## src/rtl/inst_fetch_unit.sv

```systemverilog
// Instruction-fetch stage for the KGP-RISC pipeline.
// Owns the PC and keeps at most one request outstanding to instruction
// memory. Each fetched word goes to the IF/ID register with its PC+1.
// Hazard stalls freeze the IF outputs. Branch/jump redirects flush the
// stage and refetch from the target PC.
// Optional macro FETCH_PERF_CNT_EN builds the fetch and stall counters.
// Without it, both counter ports are tied to zero.
module inst_fetch_unit #(
    parameter int              PC_W     = 10,
    parameter int              INST_W   = 32,
    parameter logic [PC_W-1:0] RESET_PC = '0
) (
    input  logic              clk,
    input  logic              reset,
    output logic              imem_req,
    output logic [PC_W-1:0]   imem_addr,
    input  logic              imem_rvalid,
    input  logic [INST_W-1:0] imem_rdata,
    input  logic              stall,
    input  logic              redirect_en,
    input  logic [PC_W-1:0]   redirect_pc,
    output logic [INST_W-1:0] inst_out,
    output logic [PC_W-1:0]   npc_out,
    output logic              inst_valid,
    output logic [15:0]       perf_fetch_cnt,
    output logic [15:0]       perf_stall_cnt
);

    typedef enum logic [1:0] {
        S_ISSUE = 2'd0,
        S_WAIT  = 2'd1,
        S_HOLD  = 2'd2
    } state_t;

    // Architectural and control state
    state_t              state;
    logic [PC_W-1:0]     pc;
    logic [INST_W-1:0]   hold_buf;
    logic                discard;

    // Next-state values
    state_t              state_n;
    logic [PC_W-1:0]     pc_n;
    logic [INST_W-1:0]   hold_n;
    logic                discard_n;
    logic                req_n;
    logic [PC_W-1:0]     addr_n;
    logic [INST_W-1:0]   inst_n;
    logic [PC_W-1:0]     npc_n;
    logic                valid_n;

    logic [PC_W-1:0]     pc_inc;

    // PC arithmetic wraps naturally at PC_W bits.
    assign pc_inc = pc + 1'b1;

    // Next-state, PC and IF/ID output selection
    always_comb begin
        state_n   = state;
        pc_n      = pc;
        hold_n    = hold_buf;
        discard_n = discard;
        // Non-delivery cycle: a bubble when running, frozen when stalled.
        if (stall) begin
            inst_n  = inst_out;
            npc_n   = npc_out;
            valid_n = inst_valid;
        end else begin
            inst_n  = '0;
            npc_n   = npc_out;
            valid_n = 1'b0;
        end

        if (redirect_en) begin
            // Flush. This beats stall, and any held word is dropped.
            pc_n    = redirect_pc;
            inst_n  = '0;
            valid_n = 1'b0;
            hold_n  = '0;
            case (state)
                S_ISSUE: begin
                    // If a request is already on the bus, its reply is stale.
                    if (imem_req) begin
                        discard_n = 1'b1;
                        state_n   = S_WAIT;
                    end else begin
                        state_n   = S_ISSUE;
                    end
                end
                S_WAIT: begin
                    if (imem_rvalid) begin
                        // The reply arriving now is simply dropped.
                        discard_n = 1'b0;
                        state_n   = S_ISSUE;
                    end else begin
                        // The reply is still in flight; swallow it when it lands.
                        discard_n = 1'b1;
                        state_n   = S_WAIT;
                    end
                end
                default: begin
                    state_n = S_ISSUE;
                end
            endcase
        end else begin
            case (state)
                S_ISSUE: begin
                    // The first ISSUE cycle after reset raises the request.
                    // Later ISSUE cycles already have it on the bus.
                    if (imem_req) begin
                        state_n = S_WAIT;
                    end
                end
                S_WAIT: begin
                    if (imem_rvalid) begin
                        if (discard) begin
                            discard_n = 1'b0;
                            state_n   = S_ISSUE;
                        end else if (!stall) begin
                            inst_n  = imem_rdata;
                            npc_n   = pc_inc;
                            valid_n = 1'b1;
                            pc_n    = pc_inc;
                            state_n = S_ISSUE;
                        end else begin
                            hold_n  = imem_rdata;
                            state_n = S_HOLD;
                        end
                    end
                end
                S_HOLD: begin
                    // Any stray rvalid here is ignored.
                    if (!stall) begin
                        inst_n  = hold_buf;
                        npc_n   = pc_inc;
                        valid_n = 1'b1;
                        pc_n    = pc_inc;
                        hold_n  = '0;
                        state_n = S_ISSUE;
                    end
                end
                default: begin
                    state_n = S_ISSUE;
                end
            endcase
        end

        // The request is registered, so it is high for the whole ISSUE cycle.
        req_n  = (state_n == S_ISSUE);
        addr_n = req_n ? pc_n : imem_addr;
    end

    // State and registered-output update
    always_ff @(posedge clk) begin
        if (reset) begin
            state      <= S_ISSUE;
            pc         <= RESET_PC;
            hold_buf   <= '0;
            discard    <= 1'b0;
            imem_req   <= 1'b0;
            imem_addr  <= '0;
            inst_out   <= '0;
            npc_out    <= '0;
            inst_valid <= 1'b0;
        end else begin
            state      <= state_n;
            pc         <= pc_n;
            hold_buf   <= hold_n;
            discard    <= discard_n;
            imem_req   <= req_n;
            imem_addr  <= addr_n;
            inst_out   <= inst_n;
            npc_out    <= npc_n;
            inst_valid <= valid_n;
        end
    end

`ifdef FETCH_PERF_CNT_EN
    // Saturating counters for deliveries and stall cycles without a redirect
    always_ff @(posedge clk) begin
        if (reset) begin
            perf_fetch_cnt <= '0;
            perf_stall_cnt <= '0;
        end else begin
            if (inst_valid && (perf_fetch_cnt != 16'hFFFF)) begin
                perf_fetch_cnt <= perf_fetch_cnt + 16'd1;
            end
            if (stall && !redirect_en && (perf_stall_cnt != 16'hFFFF)) begin
                perf_stall_cnt <= perf_stall_cnt + 16'd1;
            end
        end
    end
`else
    assign perf_fetch_cnt = '0;
    assign perf_stall_cnt = '0;
`endif

endmodule

```

## config.mk

```make
export PLATFORM = sky130hd
export DESIGN_NAME = inst_fetch_unit
export DESIGN_NICKNAME = d
export VERILOG_FILES = /design/src/rtl/inst_fetch_unit.sv
export SDC_FILE = /design/constraint.sdc
export NUM_CORES = 1
export LEC_CHECK = 0
export ABC_AREA = 1
export CORE_MARGIN = 10
export CORE_UTILIZATION = 35
export CTS_CLUSTER_SIZE = 30
export DETAILED_ROUTE_END_ITERATION = 10
export PLACE_DENSITY = 0.73
export SYNTH_ARGS = -nofsm -noshare
export SYNTH_HDL_FRONTEND = slang
export SYNTH_SLANG_ARGS = --single-unit
```

## constraint.sdc

```tcl
create_clock -name clk -period 1.7 [get_ports clk]
set_clock_uncertainty 0.15 [all_clocks]
set_input_delay 0.34 -clock clk [delete_from_list [all_inputs] [get_ports clk]]
set_output_delay 0.34 -clock clk [all_outputs]
set_load 0.02 [all_outputs]
```

==> impl_results.md, run 1 <==
- Global-route wire length before repair: 25880 um
- Most common cell in the netlist: nand2_1
- Total track usage: 0.1540
- Die Ht: between 100 and 150 um
- Worst EP required: 1.84 ns
- Worst r2r src: state[1]$_SDFF_PP0_
- Post-synthesis sequential area ratio: 0.3781
- Synthesis-to-finish area growth: 47.96%
- Detailed Route Iter0 Violations: 370
- LEAKAGE: 3.498 nW
- IO Pins: 133
- Total gr overflow: 0
- Asr flop ratio synth: 0
- Hold Path Depth: 2
- Die Width: 142.4 um
- CTS Hold Bufs: 0
- WS Path Type: reg -> reg
- H-tree levels: 3
- Period utilization: 1.066
- Reg clk slew, reported paths: around 0.07 ns
- Final HPWL DP: ~11000 um
- CP Capture Type: flip-flop
- Top cells by count, synth: nand2_1, dfxtp_1, a21oi_1
- Hold WS: 0.3117 ns
- Synth area leader: dfxtp_1
- Max-slew violation count: 0
- Post-Syn Instances: 759
- Residual DRC: 0
- CP Launch Type: flip-flop
- Initial Util: 0.3593
- PnR worst setup slack: -0.1121 ns
- Hold Crit Class: reg -> reg
- Die ar.: between 0.02 and 0.025 sq mm
- Mapped Area: 0.005241 sq mm
- Worst r2r dst: hold_buf[21]$_SDFFE_PP0P_
- R2r worst-path depth: 9
- Hold Vio Cnt, Final: 0
- Max-capacitance violation count: 0
- Worst path buffer plus inverter count: 4
- Slowest stage delay, CP: 0.38 ns
- Pwr Total: 6.680 mW
- Pin count of the biggest net entering global routing: 34
- Clock Path Buffers: 2
- HP Start: hold_buf[30]$_SDFFE_PP0P_
- Minimum clock period: roughly 1.8 ns
- Pre-CTS WS: -0.4029 ns
- Top FF cell, synth: dfxtp_1
- Area contributors post-synth: dfxtp_1, nand2_1, a21oi_1
- Setup_tns: -2.906 ns
- Vias: 5559
- Crit-path leading delay family: buffers and inverters
- Final setup vio count: 49
- Via density per instance: 5.114
- Failing checks: negative setup slack
- Num CTS Buffers: 9
- Crit-path cells: inv_4 > ha_4 > buf_4 > a21oi_4 > nand2_8 > clkinv_8 > clkbuf_16 > nand3_1 > a21oi_1
- Ys Warns: 0
- Crit Path Max Fanout: 8
- Critical path's slowest cell: dfxtp_4
- CTS root buf: clkbuf_16
- Port Buf Inserts: 100
- Synth cell types: 31
- Post-synth EDFFs: 0
- Vias in the first global route: 5130
- Clk_lat worst skew: about 0.36 ns
- Ant. Diodes: 0
- Final wirelength: 17130 um
- # rows: 44
- # nets final: 950
- CTS tree: yes
- WL per Instance: 15.76 um
- Pwr/cell area: 861.3 mW/mm^2
- Fmax: 0.5519 GHz
- Run status: finished, violations left
- Critical Path AT: 1.95 ns
- Max IR drop VDD: 0.5081 mV
- Yosys reg bits: between 90 and 100
- Core area: roughly 0.015 sq mm
- Synthesized area per cell: just under 7 sq um
- Initial antenna violation count: 0
- Post-DRT Antenna Nets: 0
- Clock sink count: 99
- Routability Congestion: ~0.94
- Initial DRT Pass Iterations: 5
- Top cell type's share of synthesized area: 0.3781
- WHS Endpoint: hold_buf[30]$_SDFFE_PP0P_
- R2R Setup Slk: -0.11 ns
- Unrepaired setup endpoints after global routing: yes
- Fraction of layout instances using a drive strength above 1: 0.2381
[area by class of cell]
| type | count | area, sq um |
|---|---|---|
| Multi-Input combinational cell | 555 | 3164 |
| Inverter | 57 | 251.5 |
| Clock inverter | 6 | 71.32 |
| Tap cell | 184 | 230.2 |
| Sequential cell | 99 | 1991 |
| Timing Repair Buffer | 175 | 1810 |
| Fill cell | 1370 | 6834 |
| Clock buffer | 10 | 229.0 |
| Timing Repair inverter | 1 | 7.507 |
[worst max path at each step]
| stage | start | to | slack, ns | depth (start not counted) |
|---|---|---|---|---|
| floorplan | state[0]$_SDFF_PP0_ | imem_addr[5]$_SDFFE_PP0P_ | -0.02 | 11 |
| global placement | imem_rvalid | imem_addr[4]$_SDFFE_PP0P_ | -0.35 | 10 |
| detailed placement | imem_rvalid | imem_addr[8]$_SDFFE_PP0P_ | -0.40 | 10 |
| CTS | state[1]$_SDFF_PP0_ | npc_out[9]$_SDFFE_PP0P_ | -0.04 | 9 |
| global route | state[1]$_SDFF_PP0_ | imem_addr[6]$_SDFFE_PP0P_ | -0.19 | 11 |
| finish | state[1]$_SDFF_PP0_ | hold_buf[21]$_SDFFE_PP0P_ | -0.11 | 9 |
[worst reg2reg max path, cell delays in order (launching register included)]
cell and delay, ns:
dfxtp_4 0.38, inv_4 0.05, ha_4 0.19, buf_4 0.16, a21oi_4 0.20, nand2_8 0.14, clkinv_8 0.10, clkbuf_16 0.14
nand3_1 0.07, a21oi_1 0.16
[registers in the layout, indices dropped and copies added (netlist names)]
register,count
state,2
pc,10
inst_out,32
npc_out,10
imem_req,1
inst_valid,1
hold_buf,32
imem_addr,10
discard,1
[report_power, final]
group | switching (mW) | internal (mW) | total (mW) | leakage [nW]
Combinational | 1.14 | 0.861 | 2.00 | 2.55
Clock | 0.970 | 1.16 | 2.13 | 0.145
Sequential | 0.0863 | 2.46 | 2.55 | 0.807
Total | 2.20 | 4.48 | 6.68 | 3.50
[what timing repair did]
action | in CTS | in global routing
buffers inserted | 3 | 6
pin swaps | 15 | 23
gates resized for setup | 111 | 99
cloned | 2 | 8
setup endpoints to repair | 145 | 90
[cells by family (layout without fill, tap and decap cells)]
group	count (synthesis)	after routing	synth area share
AND/OR/NAND/NOR	340	340	0.2619
AO/OA/AOI/OAI	176	176	0.2046
buffers and inverters	136	249	0.1394
flip-flops	99	99	0.3781
adder cells (fa/ha/maj)	5	5	0.01194
XOR/XNOR	2	2	0.003343
other	1	32	0.0007155
[layer usage]
layer	vias to the layer above	share of wire	global-route usage
met4	0	0.026	0.06017
met3	35	0.076	0.04372
met5	-	0	0
met1	2592	0.42	0.1918
li1	2734	-	-
met2	198	0.48	0.2456
[layout by cell type (no fill, tap or decap), types with 3 or more instances in the layout]
cell type,n
a21oi_4,7
a221oi_1,25
dlygate4sd2_1,55
buf_4,45
a21oi_1,56
o21ai_1,6
clkbuf_16,15
nand2_4,9
dfxtp_1,96
a211oi_2,12
nand2_2,12
nor2_1,23
inv_1,43
clkdlybuf4s50_1,44
nand3_1,35
a221oi_2,7
a21oi_2,28
o21ai_0,19
buf_12,12
ha_4,3
buf_6,10
o21ai_2,9
nand3_2,9
nand2_1,241
inv_6,3
inv_4,3
inv_2,7
nor2_4,3
conb_1,32
[through the flow]
stage	instances	area, sq um	utilization
finish	1087	7755	0.5316
global route	1087	7755	0.5316
CTS	1074	7157	0.4906
detailed placement	1053	6656	0.4563
global placement	1053	6656	0.4563
floorplan	790	5385	-
Power figures use the tool's default switching activity.
==> inputs of run 2 (changes only) <==
- ABC_AREA: 1 -> unset
==> run 2 against run 1 <==
Flip-flop and latch count stayed put; synthesized area fell by 1.2%; worst hold slack got worse by 0.011 ns; the run still ends with negative setup slack left; wire length grew 4.7%; setup slack worse by 0.31 ns; combinational power is 22% lower; register-to-register slack lost 0.31 ns; first-iteration DRC count up 25%.
==> impl_results.md, run 2 <==
- Sw frac: 0.2888 (-0.03997)
- Vias: 5277 (-5.1%)
- Worst path buffer plus inverter count: 5 (+1)
- Finished Core Util: 0.5610 (+0.02939)
- Num CTS Buffers: 9 (unchanged)
- CTS Hold Bufs: 0 (unchanged)
- Clock sink count: 99 (unchanged)
- Post-Place Cells: 927 (-12%)
- Layout fillers: 1275 (-6.9%)
- Ant. Diodes: 0 (unchanged)
- Global-route wire length before repair: 27050 um (+4.5%)
- Run status: finished, violations left
- Non-Filler Instances: 966 (-11%)
- Die Ht: 141.6 um (-0.52%)
- Max-slew violation count: 0 (unchanged)
- # nets final: 830 (-13%)
- Pwr/cell area: 775.1 mW/mm^2 (-10%)
- Minimum clock period: 2.122 ns (+0.3095 ns)
- Max IR drop VDD: 0.4709 mV (-7.3%)
- Design Area, Final: 0.008153 sq mm (+5.1%)
- Residual DRC: 0 (unchanged)
- Die Width: 141.6 um (-0.52%)
- Synth area leader: dfxtp_1
- Clock Path Buffers: 2 (unchanged)
- Hold Vio Cnt, Final: 0 (unchanged)
- Cell Int Power: 4.494 mW (+0.23%)
- Hold Crit Class: reg -> reg
- Total gr overflow: 0 (unchanged)
- Final setup vio count: 95 (+94%)
- Crit Path Max Fanout: 6 (-2)
- Fmax: 0.4713 GHz (-15%)
- Synthesis-to-finish area growth: 57.47%
- Initial antenna violation count: 0 (unchanged)
- Crit-path cells: buf_6 > ha_4 > and3b_2 > buf_6 > buf_8 > a31oi_4 > buf_12 > clkbuf_16 > nand2_4 > a21oi_2
- Fraction of layout instances using a drive strength above 1: 0.3389 (+0.1008)
- Reg clk slew, reported paths: 0.07 ns (about the same)
- IO Pins: 133 (unchanged)
- Vias in the first global route: 5148 (+0.35%)
- Commonest cells after routing, fill and taps aside: dfxtp_1, buf_4, dlygate4sd2_1
- Mapped Area: 0.005177 sq mm (-1.2%)
- # rows: 44 (unchanged)
- Core area: 0.01453 sq mm (-0.38%)
- CTS root buf: clkbuf_16
- Post-synth EDFFs: 0 (unchanged)
- CTS tree: yes
- Hold WS: 0.3012 ns (-0.01056 ns)
- Post-Syn Instances: 618 (-19%)
- Final HPWL DP: 11500 um (+3.1%)
- Failing checks: negative setup slack
- CP Launch Type: flip-flop
- Ys Warns: 0 (unchanged)
- Top cells by count, synth: dfxtp_1, nor2_1, a21oi_1
- Routability Congestion: 0.8830 (-6.4%)
- Top FF cell, synth: dfxtp_1
- Seq pwr share: 0.390 (+0.009)
- Worst EP required: 1.83 ns (about the same)
- Combinational group share of total power: 0.247 (-0.053)
- LEAKAGE: 3.071 nW (-12%)
- PnR worst setup slack: -0.4216 ns (-0.3095 ns)
- Area after DPL: 0.006968 sq mm (+4.7%)
- Max-capacitance violation count: 0 (unchanged)
- Final wirelength: 17940 um (+4.7%)
- Area contributors post-synth: dfxtp_1, o2bb2ai_1, buf_4
- Total track usage: 0.1619 (+0.007946)
- Crit-path leading delay family: buffers and inverters
- H-tree levels: 3 (unchanged)
- Initial DRT Pass Iterations: 5 (unchanged)
- Clk_lat worst skew: 0.34 ns (-0.02 ns)
- Yosys reg bits: 99 (unchanged)
- Crit-path most repeated cell: buf_6
- Slowest stage delay, CP: 0.35 ns (-0.03 ns)
- Detailed Route Iter0 Violations: 464 (+25%)
- Via density per instance: 5.463 (+6.8%)
- Post-synthesis sequential area ratio: 0.3828 (+0.004660)
- Initial Util: 0.3562 (-0.003030)
- Die ar.: 0.02006 sq mm (-1.0%)
- Port Buf Inserts: 100 (unchanged)
- Regs by FF count: hold_buf (32), inst_out (32)
- Clock power share: 0.364 (+0.045)
- Sw power: 1.825 mW (-17%)
- WS Path Type: reg -> reg
- CP Capture Type: flip-flop
- Synthesized area per cell: 8.378 sq um (+21%)
- Critical Path AT: 2.25 ns (+0.30 ns)
- Most common cell in the netlist: dfxtp_1
- Period utilization: 1.248 (+0.1821)
- Top cell type's share of synthesized area: 0.3828 (+0.004660)
- Asr flop ratio synth: 0 (unchanged)
- Critical path's slowest cell: dfxtp_4
- Synth cell types: 58 (+87%)
- WL per Instance: 18.57 um (+18%)
- Commonest non-fill, non-tap cell in the layout: dfxtp_1
- Pin count of the biggest net entering global routing: 52 (+53%)
- Post-DRT Antenna Nets: 0 (unchanged)
- Unrepaired setup endpoints after global routing: yes
## run 2: changes by cell type in the layout (fill, tap and decap cells not counted), moves of 12 or more
cell	delta
buf_4	+22
a21oi_1	-42
o21ai_0	-16
nor2_1	+27
a31oi_1	+30
and2_1	+34
a221oi_1	-25
nand2_1	-227
buf_6	+12
nand3_1	-35
inv_1	-37
a22oi_1	+32
nand4_1	+32
o2bb2ai_1	+32
## run 2: final timing paths
check	slack, ns	end	startpoint	depth (start not counted)
worst min-delay path	0.30	hold_buf[25]$_SDFFE_PP0P_	hold_buf[25]$_SDFFE_PP0P_	2
worst min register to register	0.30	hold_buf[25]$_SDFFE_PP0P_	hold_buf[25]$_SDFFE_PP0P_	2
worst max register to register	-0.42	hold_buf[19]$_SDFFE_PP0P_	state[0]$_SDFF_PP0_	10
worst max-delay path	-0.42	hold_buf[19]$_SDFFE_PP0P_	state[0]$_SDFF_PP0_	10
## run 2: power groups by stage
stage,registers (mW),clock network [mW],logic (mW)
4_1_cts,2.46,2.34,1.42
3_3_place_gp,2.51,0,1.30
2_1_floorplan,2.56,0,0.710
5_1_grt,2.47,2.43,1.66
6_report,2.46,2.30,1.56
3_5_place_dp,2.51,0,1.30
## run 2: worst min-delay path: cells and delay by family, from the launching register on
family / cells / cell delay, ns
AOI/OAI and AO/OA: 1 / 0.05
DFF: 1 / 0.31
and+or+nand+nor: 1 / 0.05
## run 2: cell families (layout without fill, tap and decap cells)
family / after synthesis / after routing / share of synthesized area
buf+inv: 101 / 234 / 0.1039
mux: 1 / 1 / 0.001933
simple gates: 197 / 197 / 0.2037
other cells: 1 / 32 / 0.0007243
fa+ha+maj: 5 / 5 / 0.01208
flops: 99 / 99 / 0.3828
xor+xnor: 8 / 8 / 0.01353
compound gates: 206 / 206 / 0.2813
## run 2: cell type report
class                           count  area [sq um]  share of cell area
Tap cell                          184         230.2             0.02824
Multi-Input combinational cell    449          3461              0.4245
Sequential cell                    99          1989              0.2440
Clock inverter                      3         68.82            0.008441
Inverter                           11         58.81            0.007213
Timing Repair Buffer              208          2077              0.2548
Clock buffer                       12         267.8             0.03284
## run 2: what timing repair did
item | in CTS | in global routing
setup buffers | 14 | 8
gates resized for setup | 112 | 111
endpoints found under the setup margin | 151 | 97
pin swaps | 20 | 67
cloned | 2 | 4
## run 2: through the flow
| step | setup WS, ns | total power [mW] | TNS, ns |
|---|---|---|---|
| after global routing | -0.4668 | 6.552 | -33.50 |
| after floorplan | -0.2273 | 3.275 | -5.903 |
| after detailed placement | -0.6047 | 3.814 | -44.13 |
| final | -0.4216 | 6.319 | -26.18 |
| after CTS | -0.3076 | 6.211 | -20.67 |
| after global placement | -0.5787 | 3.807 | -43.08 |
## run 2: metal layers
layer	wire (um)	GRT usage	up-vias	part of all wire
met5	0	0	-	0
met4	520	0.06778	0	0.029
met3	1111	0.03638	38	0.062
met2	8853	0.2687	184	0.49
met1	7456	0.1968	2544	0.42
li1	-	-	2511	-
